===== src/rtl/arrow_ctrl_pkg.sv =====
// Shared VGA/UI constants for the arrow overlay: region codes, UI rectangle
// bounds (inclusive, screen Y grows downward) and default screen limits.
package arrow_ctrl_pkg;

  typedef enum logic [2:0] {
    REG_NONE    = 3'd0,
    REG_LEVEL   = 3'd1,
    REG_RETRY   = 3'd2,
    REG_RETRACT = 3'd3,
    REG_NEXT    = 3'd4,
    REG_STEP    = 3'd5,
    REG_MESSAGE = 3'd6
  } region_e;

  typedef enum logic {
    ST_IDLE = 1'b0,
    ST_HOLD = 1'b1
  } click_state_e;

  localparam int unsigned DEF_X_MAX = 783;
  localparam int unsigned DEF_Y_MAX = 583;
  localparam int unsigned DEF_X_RST = 384;
  localparam int unsigned DEF_Y_RST = 284;

  typedef struct packed {
    logic [9:0] left;
    logic [9:0] right;
    logic [9:0] up;
    logic [9:0] down;
  } rect_t;

  localparam logic [9:0] UI_EN_LEVEL_LEFT    = 10'd16;
  localparam logic [9:0] UI_EN_LEVEL_RIGHT   = 10'd127;
  localparam logic [9:0] UI_EN_LEVEL_UP      = 10'd16;
  localparam logic [9:0] UI_EN_LEVEL_DOWN    = 10'd47;
  localparam logic [9:0] UI_EN_RETRY_LEFT    = 10'd640;
  localparam logic [9:0] UI_EN_RETRY_RIGHT   = 10'd767;
  localparam logic [9:0] UI_EN_RETRY_UP      = 10'd16;
  localparam logic [9:0] UI_EN_RETRY_DOWN    = 10'd47;
  localparam logic [9:0] UI_EN_RETRACT_LEFT  = 10'd16;
  localparam logic [9:0] UI_EN_RETRACT_RIGHT = 10'd127;
  localparam logic [9:0] UI_EN_RETRACT_UP    = 10'd536;
  localparam logic [9:0] UI_EN_RETRACT_DOWN  = 10'd567;
  localparam logic [9:0] UI_EN_NEXT_LEFT     = 10'd640;
  localparam logic [9:0] UI_EN_NEXT_RIGHT    = 10'd767;
  localparam logic [9:0] UI_EN_NEXT_UP       = 10'd536;
  localparam logic [9:0] UI_EN_NEXT_DOWN     = 10'd567;
  localparam logic [9:0] UI_EN_STEP_LEFT     = 10'd320;
  localparam logic [9:0] UI_EN_STEP_RIGHT    = 10'd463;
  localparam logic [9:0] UI_EN_STEP_UP       = 10'd536;
  localparam logic [9:0] UI_EN_STEP_DOWN     = 10'd567;
  // The message banner deliberately overlaps the RETRY button.
  localparam logic [9:0] UI_EN_MESSAGE_LEFT  = 10'd600;
  localparam logic [9:0] UI_EN_MESSAGE_RIGHT = 10'd783;
  localparam logic [9:0] UI_EN_MESSAGE_UP    = 10'd0;
  localparam logic [9:0] UI_EN_MESSAGE_DOWN  = 10'd79;

  localparam rect_t RECT_LEVEL   = '{UI_EN_LEVEL_LEFT, UI_EN_LEVEL_RIGHT,
                                     UI_EN_LEVEL_UP, UI_EN_LEVEL_DOWN};
  localparam rect_t RECT_RETRY   = '{UI_EN_RETRY_LEFT, UI_EN_RETRY_RIGHT,
                                     UI_EN_RETRY_UP, UI_EN_RETRY_DOWN};
  localparam rect_t RECT_RETRACT = '{UI_EN_RETRACT_LEFT, UI_EN_RETRACT_RIGHT,
                                     UI_EN_RETRACT_UP, UI_EN_RETRACT_DOWN};
  localparam rect_t RECT_NEXT    = '{UI_EN_NEXT_LEFT, UI_EN_NEXT_RIGHT,
                                     UI_EN_NEXT_UP, UI_EN_NEXT_DOWN};
  localparam rect_t RECT_STEP    = '{UI_EN_STEP_LEFT, UI_EN_STEP_RIGHT,
                                     UI_EN_STEP_UP, UI_EN_STEP_DOWN};
  localparam rect_t RECT_MESSAGE = '{UI_EN_MESSAGE_LEFT, UI_EN_MESSAGE_RIGHT,
                                     UI_EN_MESSAGE_UP, UI_EN_MESSAGE_DOWN};

  function automatic logic in_rect(input logic [9:0] x, input logic [9:0] y,
                                   input rect_t r);
    return (x >= r.left) && (x <= r.right) && (y >= r.up) && (y <= r.down);
  endfunction

endpackage


===== src/rtl/arrow_region_decode.sv =====
// Combinational map from an arrow position to the UI region code under it;
// on overlap the lowest nonzero code wins.
module arrow_region_decode
  import arrow_ctrl_pkg::*;
(
  input  logic [9:0] pos_x,
  input  logic [9:0] pos_y,
  output logic [2:0] region
);

  // NOTE: every output of a combinational block gets a default first so no
  // path leaves it unassigned, which would otherwise infer a latch.
  always_comb begin
    region = REG_NONE;
    if (in_rect(pos_x, pos_y, RECT_LEVEL))        region = REG_LEVEL;
    else if (in_rect(pos_x, pos_y, RECT_RETRY))   region = REG_RETRY;
    else if (in_rect(pos_x, pos_y, RECT_RETRACT)) region = REG_RETRACT;
    else if (in_rect(pos_x, pos_y, RECT_NEXT))    region = REG_NEXT;
    else if (in_rect(pos_x, pos_y, RECT_STEP))    region = REG_STEP;
    else if (in_rect(pos_x, pos_y, RECT_MESSAGE)) region = REG_MESSAGE;
  end

endmodule


===== src/rtl/arrow_ctrl.sv =====
// Mouse-arrow cursor controller: clamped position accumulation, frame-synced
// commit (macro ARROW_FRAME_SYNC_EN) and left-click commands with handshake.
module arrow_ctrl
  import arrow_ctrl_pkg::*;
#(
  parameter int unsigned X_MAX = DEF_X_MAX,
  parameter int unsigned Y_MAX = DEF_Y_MAX,
  parameter int unsigned X_RST = DEF_X_RST,
  parameter int unsigned Y_RST = DEF_Y_RST
) (
  input  logic       clk,
  input  logic       rst_n,
  input  logic       data_ready,
  input  logic [8:0] x_increment,
  input  logic [8:0] y_increment,
  input  logic       btn_left,
  input  logic       frame_start,
  output logic [9:0] ArrowPosX,
  output logic [9:0] ArrowPosY,
  output logic       click_valid,
  output logic [2:0] click_region,
  input  logic       click_ack
);

  localparam logic [11:0] X_MAX_W = 12'(X_MAX);
  localparam logic [10:0] Y_MAX_W = 11'(Y_MAX);

  logic [9:0]  pend_x_q, pend_x_d;
  logic [9:0]  pend_y_q, pend_y_d;
  logic        btn_prev_q, btn_prev_d;
  logic [11:0] sum_x;
  logic [10:0] sum_y;
  logic [9:0]  new_x, new_y;
  logic [9:0]  disp_x, disp_y;
  logic [2:0]  region_now;
  logic        press_hit;

  click_state_e state_q;
  logic         click_valid_q;
  logic [2:0]   click_region_q;

  // Bit 11 / bit 10 of the sums act as the underflow flag.
  always_comb begin
    sum_x = {2'b00, pend_x_q} + {{3{x_increment[8]}}, x_increment};
    sum_y = {1'b0, pend_y_q} - {{2{y_increment[8]}}, y_increment};
    if (sum_x[11])              new_x = '0;
    else if (sum_x > X_MAX_W)   new_x = X_MAX_W[9:0];
    else                        new_x = sum_x[9:0];
    if (sum_y[10])              new_y = '0;
    else if (sum_y > Y_MAX_W)   new_y = Y_MAX_W[9:0];
    else                        new_y = sum_y[9:0];
  end

  always_comb begin
    pend_x_d   = pend_x_q;
    pend_y_d   = pend_y_q;
    btn_prev_d = btn_prev_q;
    if (data_ready) begin
      pend_x_d   = new_x;
      pend_y_d   = new_y;
      btn_prev_d = btn_left;
    end
  end

  // NOTE: sequential state uses non-blocking assignments so every flop
  // samples pre-edge values regardless of block ordering.
  always_ff @(posedge clk or negedge rst_n) begin
    if (!rst_n) begin
      pend_x_q   <= 10'(X_RST);
      pend_y_q   <= 10'(Y_RST);
      btn_prev_q <= 1'b0;
    end else begin
      pend_x_q   <= pend_x_d;
      pend_y_q   <= pend_y_d;
      btn_prev_q <= btn_prev_d;
    end
  end

`ifdef ARROW_FRAME_SYNC_EN
  logic [9:0] disp_x_q, disp_x_d;
  logic [9:0] disp_y_q, disp_y_d;

  // A packet landing on the frame pulse bypasses pend_* so it is not deferred.
  always_comb begin
    disp_x_d = disp_x_q;
    disp_y_d = disp_y_q;
    if (frame_start) begin
      disp_x_d = data_ready ? new_x : pend_x_q;
      disp_y_d = data_ready ? new_y : pend_y_q;
    end
  end

  always_ff @(posedge clk or negedge rst_n) begin
    if (!rst_n) begin
      disp_x_q <= 10'(X_RST);
      disp_y_q <= 10'(Y_RST);
    end else begin
      disp_x_q <= disp_x_d;
      disp_y_q <= disp_y_d;
    end
  end

  assign disp_x = disp_x_q;
  assign disp_y = disp_y_q;
`else
  logic unused_frame_start;
  assign unused_frame_start = frame_start;
  assign disp_x = pend_x_q;
  assign disp_y = pend_y_q;
`endif

  arrow_region_decode u_region (
    .pos_x  (disp_x),
    .pos_y  (disp_y),
    .region (region_now)
  );

  assign press_hit = data_ready && btn_left && !btn_prev_q &&
                     (region_now != REG_NONE);

  always_ff @(posedge clk or negedge rst_n) begin
    if (!rst_n) begin
      state_q        <= ST_IDLE;
      click_valid_q  <= 1'b0;
      click_region_q <= '0;
    end else begin
      case (state_q)
        ST_IDLE: begin
          if (press_hit) begin
            state_q        <= ST_HOLD;
            click_valid_q  <= 1'b1;
            click_region_q <= region_now;
          end
        end
        ST_HOLD: begin
          if (click_ack) begin
            if (press_hit) begin
              click_region_q <= region_now;
            end else begin
              state_q        <= ST_IDLE;
              click_valid_q  <= 1'b0;
              click_region_q <= '0;
            end
          end
        end
        default: begin
          state_q        <= ST_IDLE;
          click_valid_q  <= 1'b0;
          click_region_q <= '0;
        end
      endcase
    end
  end

  assign ArrowPosX    = disp_x;
  assign ArrowPosY    = disp_y;
  assign click_valid  = click_valid_q;
  assign click_region = click_region_q;

endmodule


===== config.mk =====
export PLATFORM = sky130hd
export DESIGN_NAME = arrow_ctrl
export DESIGN_NICKNAME = d
export VERILOG_FILES = /design/src/rtl/arrow_ctrl_pkg.sv /design/src/rtl/arrow_region_decode.sv /design/src/rtl/arrow_ctrl.sv
export SDC_FILE = /design/constraint.sdc
export NUM_CORES = 1
export LEC_CHECK = 0
export CAP_MARGIN = 0
export CELL_PAD_IN_SITES_DETAIL_PLACEMENT = 1
export CELL_PAD_IN_SITES_GLOBAL_PLACEMENT = 1
export CORE_MARGIN = 2
export CORE_UTILIZATION = 39
export DETAILED_ROUTE_END_ITERATION = 16
export HOLD_SLACK_MARGIN = 0.1
export PLACE_DENSITY_LB_ADDON = 0.1
export SLEW_MARGIN = 20
export SYNTH_ARGS = -nofsm -noshare
export SYNTH_HDL_FRONTEND = slang
export SYNTH_SLANG_ARGS = --single-unit

===== constraint.sdc =====
create_clock -name clk -period 3.25 [get_ports clk]
set_input_delay 0.8125 -clock clk [delete_from_list [all_inputs] [get_ports clk]]
set_output_delay 0.8125 -clock clk [all_outputs]
set_load 0.03 [all_outputs]

# --- After elaboration in Yosys (flattened, before gate mapping) ---
# Cells that the tools add are included.
totals:
  out_inout_bits: 24
  elab_cells: 72
  input_bits: 24
  register_bits: 26
op_classes:
  n_reduce_logical: 23
  bitwise: 1
  n_mux: 21
  addsub: 2
  order_cmp: 16
  n_eq_ne: 3
ops:
  columns: ["cell", "count"]
  rows:
  - ["$mux 10", 4]
  - ["$ge 10x10->1 const B", 3]
  - ["$le 10x10->1 const B", 3]
  - ["$mux 3", 9]
  - ["$ge 10x5->1 const B", 2]
  - ["$le 10x7->1 const B", 2]
  - ["$logic_and 1x1->1", 19]
  - ["$add 11x9->12", 1]
  - ["$gt 12x10->1 const B", 1]
  - ["$gt 11x10->1 const B", 1]
  - ["$sub 10x11->11", 1]
  - ["$ge 10x1->1 const B", 1]
  - ["$ge 10x9->1 const B", 1]
  - ["$le 10x6->1 const B", 1]
  - ["$le 10x9->1 const B", 1]
  - ["$ne 2x2->1 const B", 3]
  - ["$pmux 3 s2", 1]
  - ["$mux 1", 5]
  - ["$pmux 1 s2", 2]
  - ["$reduce_and 3->1", 1]
  - ["$reduce_bool 3->1", 1]
  - ["$reduce_and 2->1", 1]
  - ["$logic_not 1->1", 1]
  - ["$not 1->1", 1]

# --- Longest topological paths before layout ---
logic_depth:
  depth_word: 15
  ltp_mapped: 10
  depth_no_buf: 10

# --- Hierarchy ---
# A second synthesis with hierarchy kept.
hier_totals:
  hier_cells: 264
  area_unflattened_um2: 2299.7
modules_own_cells:
  columns: ["mod", "seq_area_each_um2", "instances", "area_each_um2", "cells_per_inst"]
  rows:
  - ["arrow_ctrl", 658.1, 1, 2098.3, 235]
  - ["arrow_region_decode", 0.0, 1, 201.4, 29]

# --- Least setup slack after synthesis ---
# Ideal clock, no wire load.
synth_timing:
  path_kind: "input-to-reg"
  from: "in x_increment[0]"
  to: "reg pend_x_q[4] (netlist: ArrowPosX[4])"
  cell_stages: 10
  setup_time_ns: 0.121
  t_required_ns: 3.129
  path_buffers: 0
  arrival_ns: 2.799
  setup_slack_ns: 0.330
  path_cell_list: "ha_1 inv_1 fa_1 nand2b_1 a21oi_1 o21ai_0 xor2_1 o32ai_2 nor2_2 a22o_1"
synth_via:
  elab_chain_cells: 4
synth_rtl:
  columns: ["element", "line_no", "text"]
  rows:
  - ["from (decl)", "arrow_ctrl.sv:14", "input logic [8:0] x_increment,"]
  - ["$add 11x9->12 *", "arrow_ctrl.sv:44", "sum_x = {2'b00, pend_x_q} + {{3{x_increment[8]}}, x_increment};"]
  - ["$gt 12x10->1", "arrow_ctrl.sv:47", "else if (sum_x > X_MAX_W) new_x = X_MAX_W[9:0];"]
  - ["$mux 10", "arrow_ctrl.sv:47", null]
  - ["$mux 10 *", "arrow_ctrl.sv:46", "if (sum_x[11]) new_x = '0;"]
  - ["to (signal assigned)", "arrow_ctrl.sv:69", "pend_x_q <= 10'(X_RST);"]
  - ["to (signal assigned)", "arrow_ctrl.sv:73", "pend_x_q <= pend_x_d;"]
  - ["to (decl)", "arrow_ctrl.sv:28", "logic [9:0] pend_x_q, pend_x_d;"]
# Every way passes the cells marked *; elsewhere a longest branch is shown, timed or not.
# A chain may end at the register's enable or synchronous reset.

# --- Final worst setup path ---
layout_timing:
  from: "in x_increment[0]"
  to: "reg pend_x_q[7] (netlist: ArrowPosX[7])"
# Same word-level chain as after synthesis.

==> impl_metrics.xml <==
<?xml version="1.0" encoding="UTF-8"?>
<metrics>
  <group name="critical_path">
    <metric name="worst_r2r_path_depth" unit="">8</metric>
    <metric name="critical_path_class" unit="">in2reg</metric>
    <metric name="most_prevalent_standard_cell_on_the_critical_path" unit="">sky130_fd_sc_hd__buf_4</metric>
    <metric name="critical_path.reg2reg.endpoint" unit="">ArrowPosX[7]$_DFFE_PN1P_</metric>
    <metric name="buf_inv_stages_crit_path" unit="">4</metric>
    <metric name="timing.reg2reg.setup_slack" unit="ns">0.59</metric>
    <metric name="worst_r2r_startpoint" unit="">ArrowPosX[5]$_DFFE_PN0P_</metric>
    <metric name="max_stage_delay" unit="ns">0.41</metric>
    <metric name="end_kind" unit="">flop</metric>
    <metric name="start_kind" unit="">input port</metric>
    <metric name="cp.arrival" unit="ns">3.37</metric>
    <metric name="cp.required" unit="ns">3.46</metric>
    <metric name="critical_path.cell_chain" unit="">clkdlybuf4s50_1, ha_2, inv_1, fa_2, nand2b_4, a21oi_2, buf_4, o2111a_2, buf_4, nor4_4, o32ai_4, or2_4, o2bb2ai_2</metric>
    <metric name="cp_slowest_cell" unit="">sky130_fd_sc_hd__clkdlybuf4s50_1</metric>
    <metric name="cp_top_delay_family" unit="">buffers and inverters</metric>
    <metric name="highest_fanout_seen_on_the_critical_path" unit="">6</metric>
  </group>
  <group name="global_route">
    <metric name="global_route.overflow_total" unit="">0</metric>
    <metric name="grt_start_max_net_pins" unit="">27</metric>
    <metric name="grt_pass1_vias" unit="">2530</metric>
    <metric name="grt_antenna_before_repair" unit="">0</metric>
    <metric name="track_usage" unit="%">21.3</metric>
    <metric name="grt_first_pass_wirelength" unit="mm">11.4</metric>
  </group>
  <group name="floorplanning">
    <metric name="die_w" unit="um">82.5</metric>
    <metric name="floorplan.die_area" unit="um^2">6800</metric>
    <metric name="initial_core_util" unit="%">40.6</metric>
    <metric name="core.rowCount" unit="">28</metric>
    <metric name="coreArea" unit="um^2">5920</metric>
    <metric name="number_of_top_level_pins" unit="">48</metric>
    <metric name="floorplan.die.height" unit="um">82.5</metric>
  </group>
  <group name="placement">
    <metric name="dpl_worst_slack" unit="ns">-0.260</metric>
    <metric name="finalWeightedCongestion" unit="">0.845</metric>
    <metric name="postPlaceCellArea" unit="um^2">3230</metric>
    <metric name="dpl.hpwl" unit="mm">5.64</metric>
    <metric name="numPortBuffers" unit="">46</metric>
    <metric name="place.detailed.instances" unit="">430</metric>
  </group>
  <group name="detailed_routing">
    <metric name="post_drt_wl_per_cell" unit="um">16.2</metric>
    <metric name="routed_via_count_divided_by_cell_count" unit="">5.63</metric>
    <metric name="detail_route.wirelength" unit="mm">7.03</metric>
    <metric name="detailroute.via_count" unit="">2443</metric>
    <metric name="detail_route.drc_violations" unit="">0</metric>
    <metric name="met3_wirelength_from_detailed_routing" unit="um">207</metric>
    <metric name="drt-pass1-iter-count" unit="">4</metric>
    <metric name="detailed_routing_wirelength_on_met1" unit="mm">3.31</metric>
    <metric name="initialDrtViolationCount" unit="">71</metric>
    <metric name="drt.antenna.violating_nets" unit="">0</metric>
    <metric name="routed_length_on_met2" unit="mm">3.44</metric>
    <metric name="route.top_layer_used" unit="">met4</metric>
  </group>
  <group name="yosys">
    <metric name="synth_net_count" unit="">321</metric>
    <metric name="synth.top_cell.area_share" unit="%">20.8</metric>
    <metric name="yosys.area_share.xor_xnor" unit="%">4.38</metric>
    <metric name="synth.area.top_cells" unit="">sky130_fd_sc_hd__dfrtp_1, sky130_fd_sc_hd__ha_1, sky130_fd_sc_hd__dfstp_2</metric>
    <metric name="synth-compound-area-share" unit="%">29.7</metric>
    <metric name="synth_seq_area_share" unit="%">27.4</metric>
    <metric name="postSynthRegisterBits" unit="">26</metric>
    <metric name="dominant_cell_type_by_area_after_synthesis" unit="">sky130_fd_sc_hd__dfrtp_1</metric>
    <metric name="mappedNetlistArea" unit="um^2">2400</metric>
    <metric name="synth_simple_gate_area_share" unit="%">18.8</metric>
    <metric name="asyncSetResetFlopFracSynth" unit="%">100</metric>
    <metric name="largest_family_of_logic_cells_by_synthesized_area" unit="">compound AO/OA/AOI/OAI gates</metric>
    <metric name="post_synth_num_cell_types" unit="">64</metric>
    <metric name="post_synth_inst_count" unit="">274</metric>
    <metric name="synth_ff_type" unit="">sky130_fd_sc_hd__dfrtp_1</metric>
    <metric name="avgSynthCellArea" unit="um^2">8.77</metric>
    <metric name="post_synth_fa_ha_maj_area_fraction" unit="%">12.6</metric>
    <metric name="post_synth_mux_area_share" unit="%">2.60</metric>
    <metric name="yosys_warnings" unit="">0</metric>
    <metric name="synth-edff-count" unit="">0</metric>
  </group>
  <group name="timing">
    <metric name="max_slew.worst_pin.slew" unit="ns">0.567</metric>
    <metric name="worst_slack" unit="ns">0.0915</metric>
    <metric name="fmax_achieved" unit="MHz">317</metric>
    <metric name="report.final.slew_viol_count" unit="">0</metric>
    <metric name="skew" unit="ns">0.00477</metric>
    <metric name="slew_headroom" unit="%">62.2</metric>
    <metric name="period_share" unit="%">97.2</metric>
    <metric name="whs" unit="ns">0.508</metric>
    <metric name="setup_viol" unit="">0</metric>
    <metric name="setup_total_negative_slack" unit="ns">0</metric>
    <metric name="min_period" unit="ns">3.16</metric>
    <metric name="report.final.hold_viol_count" unit="">0</metric>
  </group>
  <group name="finish">
    <metric name="area.growth.synth_to_final" unit="%">40.5</metric>
    <metric name="insertedDiodeCount" unit="">0</metric>
    <metric name="net_total_in_the_final_layout" unit="">407</metric>
    <metric name="final-instance-count-excl-fill" unit="">434</metric>
    <metric name="finished_layout_cell_area" unit="um^2">3370</metric>
    <metric name="drive_above_1_share" unit="%">20.1</metric>
  </group>
  <group name="power_and_ir_drop">
    <metric name="vdd_ir_drop_max" unit="V">0.000505</metric>
    <metric name="power_leakage" unit="nW">1.53</metric>
    <metric name="power-per-cell-area" unit="nW/um^2">869</metric>
  </group>
  <group name="clocking">
    <metric name="clkSlewWorstSetupHoldPaths" unit="ns">0.09</metric>
    <metric name="htreeDepth" unit="">1</metric>
    <metric name="cts-root-buf" unit="">sky130_fd_sc_hd__clkbuf_8</metric>
    <metric name="worst_skew_pair_latency" unit="ns">0.27</metric>
    <metric name="postCtsHoldBufs" unit="">0</metric>
    <metric name="cts_tree" unit="">yes</metric>
    <metric name="cts.sink_count" unit="">26</metric>
    <metric name="cts_buffer_depth" unit="">2</metric>
    <metric name="numCtsBuffers" unit="">3</metric>
  </group>
  <group name="job">
    <metric name="timing.max_cap.violations" unit="">0</metric>
  </group>
  <group name="worst_hold_path">
    <metric name="whs_path_depth" unit="">1</metric>
    <metric name="hold_class" unit="">reg2reg</metric>
    <metric name="hold_path_startpoint" unit="">btn_prev_q$_DFFE_PN0P_</metric>
    <metric name="holdPathEnd" unit="">btn_prev_q$_DFFE_PN0P_</metric>
  </group>
  <group name="status">
    <metric name="outcome" unit="">complete, no violations</metric>
  </group>
</metrics>
[worst max path at each step]
stage | startpoint | end | slack [ns] | depth (start not counted)
3_5_place_dp | y_increment[0] | ArrowPosY[0]$_DFFE_PN0P_ | -0.26 | 10
4_1_cts | y_increment[0] | ArrowPosY[0]$_DFFE_PN0P_ | 0.03 | 10
6_report | x_increment[0] | ArrowPosX[7]$_DFFE_PN1P_ | 0.09 | 13
5_1_grt | x_increment[0] | ArrowPosX[7]$_DFFE_PN1P_ | -0.03 | 13
3_3_place_gp | y_increment[0] | ArrowPosY[0]$_DFFE_PN0P_ | -0.18 | 10
2_1_floorplan | x_increment[0] | ArrowPosX[4]$_DFFE_PN0P_ | 0.33 | 10
[per-stage QoR]
stage	util, %	power [mW]
after floorplan	-	1.82
after global routing	57.0	3.17
after CTS	55.8	2.88
final	57.0	2.93
after detailed placement	54.6	2.60
after global placement	54.6	2.52
[synth_stat cells (3+ instances only)]
| library cell | number |
|---|---|
| sky130_fd_sc_hd__ha_1 | 21 |
| sky130_fd_sc_hd__nor3b_1 | 3 |
| sky130_fd_sc_hd__mux2i_1 | 4 |
| sky130_fd_sc_hd__nor2_1 | 19 |
| sky130_fd_sc_hd__dfrtp_1 | 20 |
| sky130_fd_sc_hd__dfstp_2 | 6 |
| sky130_fd_sc_hd__xnor2_1 | 8 |
| sky130_fd_sc_hd__o2bb2ai_1 | 5 |
| sky130_fd_sc_hd__xor2_1 | 4 |
| sky130_fd_sc_hd__inv_1 | 25 |
| sky130_fd_sc_hd__nand3_1 | 5 |
| sky130_fd_sc_hd__nand2b_1 | 6 |
| sky130_fd_sc_hd__o21ai_1 | 9 |
| sky130_fd_sc_hd__a22o_1 | 5 |
| sky130_fd_sc_hd__nor4_1 | 4 |
| sky130_fd_sc_hd__o21ai_0 | 11 |
| sky130_fd_sc_hd__o211a_1 | 3 |
| sky130_fd_sc_hd__o211ai_1 | 4 |
| sky130_fd_sc_hd__nor3_1 | 4 |
| sky130_fd_sc_hd__or3_1 | 3 |
| sky130_fd_sc_hd__nand2_1 | 15 |
| sky130_fd_sc_hd__nor2b_1 | 6 |
| sky130_fd_sc_hd__clkbuf_1 | 3 |
| sky130_fd_sc_hd__a21o_1 | 6 |
| sky130_fd_sc_hd__or2_1 | 5 |
| sky130_fd_sc_hd__a21oi_1 | 17 |
[area by class of cell]
type	count	area, um^2
timing repair buffer	85	753
tap	75	93.8
clock buffer	3	41.3
fill	709	2550
clock inverter	1	30.0
inverter	25	93.8
multi-input combinational	219	1700
sequential	26	658
[layer usage]
layer / global-route usage, % / up-vias
met2: 36.2 / 41
met5: 0 / -
li1: - / 1201
met4: 3.83 / 0
met3: 3.15 / 8
met1: 28.9 / 1193
[sequential cells by signal, summed over array words and instances (netlist names)]
register,cells
ArrowPosX,10
ArrowPosY,10
click_region,3
btn_prev_q,1
click_valid,1
state_q,1
[layout by cell type, fill, tap and decap left out, types with 5 or more instances in the layout]
cell type                         instances
sky130_fd_sc_hd__ha_1                    20
sky130_fd_sc_hd__dfrtp_1                 20
sky130_fd_sc_hd__nor2_1                  19
sky130_fd_sc_hd__buf_4                   39
sky130_fd_sc_hd__o21ai_0                 10
sky130_fd_sc_hd__nand2_1                 15
sky130_fd_sc_hd__nand2b_1                 5
sky130_fd_sc_hd__o21ai_1                 10
sky130_fd_sc_hd__clkdlybuf4s50_1         46
sky130_fd_sc_hd__inv_1                   25
sky130_fd_sc_hd__a22o_1                   5
sky130_fd_sc_hd__dfstp_2                  6
sky130_fd_sc_hd__a21oi_1                 16
sky130_fd_sc_hd__xnor2_1                  8
sky130_fd_sc_hd__nor2b_1                  6
sky130_fd_sc_hd__a21o_1                   6
[power breakdown]
part           total, mW  leakage, nW  switching [mW]  internal, mW
registers          0.642        0.318           0.178         0.464
logic               2.02         1.18            1.08         0.943
clock network      0.271       0.0357           0.106         0.165
total               2.93         1.53            1.36          1.57
[cell families after synthesis]
group           after synthesis
simple gates                 82
flops                        26
fa+ha+maj                    23
xor+xnor                     12
buf+inv                      29
mux                           6
compound gates               96
[repair_timing]
item / 4_1_cts / 5_1_grt
endpoints found under the setup margin: 0 / 17
setup buffers: 0 / 1
gates resized for setup: 0 / 15
Note: power is estimated with default switching activity, not from simulation.
